File: config.mk
export PLATFORM = sky130hd
export DESIGN_NAME = sync_decoder
export DESIGN_NICKNAME = d
export VERILOG_FILES = /design/src/rtl/sync_decoder_pkg.sv /design/src/rtl/sync_decoder_sync_edge.sv /design/src/rtl/sync_decoder.sv
export SDC_FILE = /design/constraint.sdc
export NUM_CORES = 1
export LEC_CHECK = 0
export BUFFER_PORTS_ARGS = -buffer_cell sky130_fd_sc_hd__buf_2
export CAP_MARGIN = 20
export CORE_ASPECT_RATIO = 0.5
export CORE_UTILIZATION = 30
export CTS_CLUSTER_DIAMETER = 60
export DETAILED_ROUTE_END_ITERATION = 10
export GPL_TIMING_DRIVEN = 0
export PLACE_DENSITY = 0.57
export SETUP_SLACK_MARGIN = 0.05
export SLEW_MARGIN = 15
export SYNTH_ARGS = -nofsm -noshare
export SYNTH_HDL_FRONTEND = slang
export SYNTH_SLANG_ARGS = --single-unit
File: constraint.sdc
create_clock -name CLK -period 4.9 [get_ports CLK]
set_clock_uncertainty 0.05 [all_clocks]
set_input_delay 0.49 -clock CLK [delete_from_list [all_inputs] [get_ports CLK]]
set_output_delay 0.49 -clock CLK [all_outputs]
set_load 0.005 [all_outputs]
File: src/rtl/sync_decoder_pkg.sv
// Shared types for the sync decoder: lock FSM states and sync polarity encoding.
// Imported by the decoder top and by its edge-detector sub-module.
package sync_decoder_pkg;

    typedef enum logic [1:0] {
        ST_SEARCH = 2'd0,
        ST_TRACK  = 2'd1,
        ST_LOCKED = 2'd2
    } lock_state_t;

    localparam bit POL_ACTIVE_LOW  = 1'b0;
    localparam bit POL_ACTIVE_HIGH = 1'b1;

endpackage

File: src/rtl/sync_decoder_sync_edge.sv
// Three-flop synchroniser for a raw sync input, normalised to active-high,
// followed by a rising-edge detector on the two oldest stages.
module sync_edge
    import sync_decoder_pkg::*;
#(
    parameter bit POL = POL_ACTIVE_HIGH
) (
    input  logic clk,
    input  logic rst,
    input  logic sync_in,
    output logic rise
);

    logic s1;
    logic s2;
    logic s3;

    always_ff @(posedge clk) begin
        if (rst) begin
            s1 <= 1'b0;
            s2 <= 1'b0;
            s3 <= 1'b0;
        end else begin
            // NOTE: non-blocking assignments make s1..s3 a true shift pipeline.
            s1 <= sync_in ^ ~POL;
            s2 <= s1;
            s3 <= s2;
        end
    end

    assign rise = s2 & ~s3;

endmodule

File: src/rtl/sync_decoder.sv
// Recovers pixel/line timing from external HSYNC/VSYNC: measures line length,
// locks onto a stable line rate and emits registered X/Y, ACTIVE and frame pulse.
module sync_decoder
    import sync_decoder_pkg::*;
#(
    parameter int CW         = 12,
    parameter int H_BACK     = 40,
    parameter int H_ACTIVE   = 640,
    parameter int V_BACK     = 20,
    parameter int V_ACTIVE   = 480,
    parameter int LOCK_LINES = 4,
    parameter int TOL        = 2,
    parameter int TIMEOUT    = 4000,
    parameter bit SYNC_POL   = POL_ACTIVE_HIGH
) (
    input  logic          CLK,
    input  logic          RST,
    input  logic          HSYNC,
    input  logic          VSYNC,
    output logic [CW-1:0] X,
    output logic [CW-1:0] Y,
    output logic          ACTIVE,
    output logic          LOCKED,
    output logic          FRAME_START,
    output logic [CW-1:0] LINE_LEN
);

    localparam int CW1 = CW + 1;
    localparam int MW  = $clog2(LOCK_LINES + 1);

    localparam logic [CW:0]   TIMEOUT_W = CW1'(TIMEOUT);
    localparam logic [CW:0]   TOL_W     = CW1'(TOL);
    localparam logic [CW:0]   H_LO      = CW1'(H_BACK);
    localparam logic [CW:0]   H_HI      = CW1'(H_BACK + H_ACTIVE);
    localparam logic [CW:0]   V_LO      = CW1'(V_BACK);
    localparam logic [CW:0]   V_HI      = CW1'(V_BACK + V_ACTIVE);
    localparam logic [MW-1:0] LOCK_LAST = MW'(LOCK_LINES - 1);

    logic          hs_rise;
    logic          vs_rise;
    logic [CW-1:0] h_cnt;
    logic [CW-1:0] v_cnt;
    logic [CW-1:0] prev_len;
    logic          prev_valid;
    logic [MW-1:0] match_cnt;
    logic          miss_cnt;
    logic          vs_d;
    lock_state_t   state;

    sync_edge #(.POL(SYNC_POL)) u_hs_edge (.clk(CLK), .rst(RST), .sync_in(HSYNC), .rise(hs_rise));
    sync_edge #(.POL(SYNC_POL)) u_vs_edge (.clk(CLK), .rst(RST), .sync_in(VSYNC), .rise(vs_rise));

    // All length/window arithmetic is one bit wider than the counters so nothing wraps.
    logic [CW:0] h_cnt_w;
    logic [CW:0] v_cnt_w;
    logic [CW:0] line_len_w;
    logic [CW:0] prev_w;
    logic [CW:0] len_diff;
    logic        len_match;
    logic        timeout;
    logic        active_next;

    assign h_cnt_w     = {1'b0, h_cnt};
    assign v_cnt_w     = {1'b0, v_cnt};
    assign line_len_w  = h_cnt_w + 1'b1;
    assign prev_w      = {1'b0, prev_len};
    assign len_diff    = (line_len_w > prev_w) ? line_len_w - prev_w : prev_w - line_len_w;
    assign len_match   = (len_diff <= TOL_W);
    assign timeout     = !hs_rise && (h_cnt_w >= TIMEOUT_W);
    assign active_next = (state == ST_LOCKED)
                      && (h_cnt_w >= H_LO) && (h_cnt_w < H_HI)
                      && (v_cnt_w >= V_LO) && (v_cnt_w < V_HI);

    always_ff @(posedge CLK) begin
        if (RST) begin
            h_cnt <= '0;
            v_cnt <= '0;
        end else begin
            if (hs_rise)
                h_cnt <= '0;
            else if (h_cnt_w < TIMEOUT_W)
                h_cnt <= h_cnt + 1'b1;

            if (vs_rise)
                v_cnt <= '0;
            else if (hs_rise && (v_cnt != '1))
                v_cnt <= v_cnt + 1'b1;
        end
    end

    always_ff @(posedge CLK) begin
        if (RST) begin
            state      <= ST_SEARCH;
            match_cnt  <= '0;
            miss_cnt   <= 1'b0;
            prev_len   <= '0;
            prev_valid <= 1'b0;
            LINE_LEN   <= '0;
        end else if (hs_rise) begin
            case (state)
                ST_SEARCH: begin
                    // The first edge only opens a line; there is no length to trust yet.
                    state      <= ST_TRACK;
                    match_cnt  <= '0;
                    miss_cnt   <= 1'b0;
                    prev_valid <= 1'b0;
                end
                ST_TRACK: begin
                    LINE_LEN   <= line_len_w[CW-1:0];
                    prev_len   <= line_len_w[CW-1:0];
                    prev_valid <= 1'b1;
                    if (prev_valid && len_match) begin
                        if (match_cnt == LOCK_LAST) begin
                            state     <= ST_LOCKED;
                            match_cnt <= '0;
                            miss_cnt  <= 1'b0;
                        end else begin
                            match_cnt <= match_cnt + 1'b1;
                        end
                    end else begin
                        match_cnt <= '0;
                    end
                end
                ST_LOCKED: begin
                    LINE_LEN <= line_len_w[CW-1:0];
                    if (len_match) begin
                        miss_cnt <= 1'b0;
                        prev_len <= line_len_w[CW-1:0];
                    end else if (miss_cnt) begin
                        state <= ST_SEARCH;
                    end else begin
                        miss_cnt <= 1'b1;
                    end
                end
                default: state <= ST_SEARCH;
            endcase
        end else if (timeout) begin
            state <= ST_SEARCH;
        end
    end

    // vs_d delays the VSYNC edge so FRAME_START lines up with the first outputs of the new frame.
    always_ff @(posedge CLK) begin
        if (RST) begin
            X           <= '0;
            Y           <= '0;
            ACTIVE      <= 1'b0;
            LOCKED      <= 1'b0;
            FRAME_START <= 1'b0;
            vs_d        <= 1'b0;
        end else begin
            vs_d        <= vs_rise;
            ACTIVE      <= active_next;
            LOCKED      <= (state == ST_LOCKED);
            FRAME_START <= vs_d && (state == ST_LOCKED);
            X           <= active_next ? h_cnt - CW'(H_BACK) : '0;
            Y           <= active_next ? v_cnt - CW'(V_BACK) : '0;
        end
    end

endmodule
==> impl_metrics.py <==
metrics = {
    "setup_path": {
        "critical_path_required_ps": 5110,
        "max_stage_delay_ps": 590,
        "cp-end-kind": "flip-flop",
        "cp_slowest_cell": "or4_1",
        "critical-path-top-delay-family": "simple AND/OR/NAND/NOR gates",
        "worstPathMaxFanout": 10,
        "crit_chain": "ha_1 > and3_1 > nand4_1 > nor2b_2 > xnor2_2 > inv_1 > ha_1 > buf_4 > nand4_1 > or4_1 > a21o_1 > o211ai_2 > nor4_4 > or2_2 > a221oi_4 > mux2i_1",
        "crit_type": "reg2reg",
        "crit_path_start_kind": "flip-flop",
        "crit_buf_inv": 2,
        "worst_ep_arrival_time_ps": 4790,
    },
    "drt": {
        "vias_per_cell": 4.88,
        "ant_nets": 0,
        "firstDrtPassIters": 4,
        "num_vias": 4503,
        "initialDrtViolationCount": 186,
        "wl_per_cell_um": 14.2,
        "drt-total-wl_mm": 13.1,
        "drc_errors": 0,
    },
    "pwr": {
        "total_leakage_power_nw": 2.77,
        "p_int_mw": 1.23,
        "p_switching_mw": 0.429,
        "p_seq_share_pct": 44.5,
        "p_comb_share_pct": 13.2,
        "p_clk_share_pct": 42.3,
        "ir_drop_mv": 0.214,
        "netSwitchingFraction_pct": 25.8,
        "p_per_area_mw_per_mm2": 266,
    },
    "synth": {
        "synth_cells": 630,
        "avgSynthCellArea_um2": 8.54,
        "synth_top_area_share_pct": 33.1,
        "synth_common_cells": "dfxtp_1 (89), nor2_1 (88), inv_1 (46)",
        "synth_warnings": 0,
        "ys_seq_area_share_pct": 33.1,
        "netlist_top_cells_area": "dfxtp_1 (33%), ha_1 (9.5%), nor2_1 (6.1%), xnor2_1 (3.9%), xor2_1 (3.3%)",
        "async_flop_share_pct": 0,
        "synth_seq_cells": 89,
        "synthesis.area_mm2": 0.00538,
        "synth_most_common_cell": "dfxtp_1",
        "synth_edf_count": 0,
        "synth_top_area_cell": "dfxtp_1",
        "synth_cell_types": 68,
        "syn-num-nets": 677,
        "yosys_most_used_dff": "dfxtp_1",
    },
    "finish": {
        "drive_gt1_share_pct": 16.3,
        "fillers": 1843,
        "regArea_mm2": 0.00178,
        "antenna_cells": 0,
        "area_delta_synth_final_pct": 16.1,
        "stdcell_count": 923,
        "nNetsFinal": 731,
        "multi_input_area_mm2": 0.00329,
    },
    "grt": {
        "grt-ovfl-total": 0,
        "grt_util_all_layers_pct": 14.6,
        "grt_pass1_wl_mm": 21.7,
        "antenna_found_initial": 0,
        "grt_pass1_vias": 4362,
        "grt_max_degree": 16,
    },
    "clock_tree": {
        "numCtsBuffers": 9,
        "ctsLongestPathBuffers": 2,
        "clock_latency_ps": 340,
        "clk_pin_slew_ps": 60,
        "cts_hold_buffers": 0,
        "cts_tree": "yes",
        "cts_htree_levels": 3,
        "clock_sinks": 89,
        "root_buffer": "clkbuf_16",
    },
    "floorplan": {
        "start_util_pct": 30.8,
        "dieWidth_um": 191,
        "design.core.area_mm2": 0.0174,
        "io-pin-count": 43,
        "dieHeight_um": 96.7,
        "row_count": 34,
        "dieArea_mm2": 0.0185,
    },
    "placed_design": {
        "hpwl_mm": 10.0,
        "numPortBuffers": 42,
        "routabilityCongestion": 0.878,
        "placedCellCount": 906,
    },
    "timing": {
        "grt_setup_unrepaired": "false",
        "slew_headroom_pct": 46.2,
        "slew_viol_final": 0,
        "final-setup-viol-count": 0,
        "timing.fmax_mhz": 218,
        "finalCriticalPeriod_ps": 4580,
        "final_hold_viol_count": 0,
        "worstMarginPinSlew_ps": 801,
        "hold_slack_ps": 316,
        "fin_crit_sh_pct": 93.4,
    },
    "run_status": {
        "status": "completed",
    },
    "run": {
        "cap_violations": 0,
    },
    "worst_hold_path": {
        "hp-class": "in2reg",
    },
}
[cells in the final DEF (no fill, tap or decap), types with 3 or more instances in the layout]
cell type  instances
a211oi_1          17
clkbuf_16          9
clkbuf_1          17
a211o_1            4
buf_2             46
a21o_1            13
ha_1              41
nand4b_1           3
or4_1              3
nand2b_1           9
inv_1             46
and3_1             9
nand4_1            7
nor2_2             3
buf_6              3
xnor2_1           23
nand3_1           12
a211oi_2          13
dfxtp_1           88
or2_2              3
a21oi_1           33
and2_1             7
buf_4              7
nor2_1            88
a2111oi_0          3
a31oi_1            5
xor2_1            19
nor3_1             7
o21ai_0           19
mux2i_1            7
o21a_1             3
nor4_1             5
nand3b_1           5
nand2_1           40
nor2b_1           15
[flip-flops by register name (all words and copies together), names as in the netlist, 2 cells and up]
name       flops
h_cnt         12
match_cnt      3
Y             12
LINE_LEN      12
state          2
v_cnt         12
X             12
prev_len      12
[worst reg2reg max path, stage by stage (launching register included)]
cell      delay (ps)
dfxtp_2          460
ha_1             250
and3_1           270
nand4_1          200
nor2b_2          210
xnor2_2          200
inv_1             80
ha_1             300
buf_4            170
nand4_1          200
or4_1            590
a21o_1           230
o211ai_2         230
nor4_4            90
or2_2            360
a221oi_4         360
mux2i_1          240
[cell families (layout without fill, tap and decap cells)]
group | after synthesis | count (layout) | synth area share, %
simple gates | 229 | 229 | 21.5
compound gates | 139 | 139 | 19.6
flops | 89 | 89 | 33.1
buf+inv | 77 | 136 | 6.61
xor+xnor | 44 | 44 | 7.17
fa+ha+maj | 43 | 43 | 10.3
mux | 9 | 9 | 1.72
[final timing paths]
| path | endpoint | startpoint | slack [ps] | cells past startpoint |
|---|---|---|---|---|
| min | u_hs_edge.s1 | HSYNC | 320 | 2 |
| min reg2reg | FRAME_START | vs_d | 390 | 1 |
| max reg2reg | state[1] | h_cnt[0] | 320 | 16 |
| max | state[1] | h_cnt[0] | 320 | 16 |
[layer usage]
| layer | wire (µm) | track usage, % | vias up |
|---|---|---|---|
| li1 | - | - | 2277 |
| met1 | 6400 | 18.8 | 2155 |
| met2 | 6200 | 24.9 | 57 |
| met3 | 328 | 2.10 | 14 |
| met4 | 172 | 4.82 | 0 |
| met5 | 0 | 0 | - |
[power by group through the flow]
| stage | Sequential, mW | Clock, mW | Combinational (mW) |
|---|---|---|---|
| 3_5_place_dp | 0.756 | 0 | 0.211 |
| 3_3_place_gp | 0.756 | 0 | 0.208 |
| 2_1_floorplan | 0.753 | 0 | 0.164 |
| 4_1_cts | 0.740 | 0.720 | 0.218 |
| 5_1_grt | 0.740 | 0.757 | 0.239 |
| 6_report | 0.740 | 0.704 | 0.220 |
[stage by stage]
stage / worst slack, ps / instance area, µm² / TNS, ps / util, % / power, mW
after floorplan: 873 / 5380 / 0 / - / 0.917
after global placement: 28.1 / 5880 / 0 / 33.7 / 0.964
after detailed placement: -46.2 / 5880 / -46.2 / 33.7 / 0.967
after CTS: 128 / 6200 / 0 / 35.6 / 1.68
after global routing: 83.0 / 6240 / 0 / 35.8 / 1.74
final: 321 / 6240 / 0 / 35.8 / 1.66
[area by class of cell]
class / instances / share of cell area [%]
inverters: 46 / 2.77
repair buffers: 43 / 3.49
plain buffers: 31 / 2.93
clock inverters: 6 / 1.04
multi-input cells: 464 / 52.7
well taps: 234 / 4.69
flip-flops and latches: 89 / 28.6
clock buffers: 10 / 3.83
[what timing repair did]
| item | 4_1_cts | 5_1_grt |
|---|---|---|
| buffers inserted | 0 | 1 |
| gates cloned | 0 | 0 |
| resized for setup | 3 | 5 |
| setup endpoints to repair | 12 | 12 |
Power figures use the tool's default switching activity.
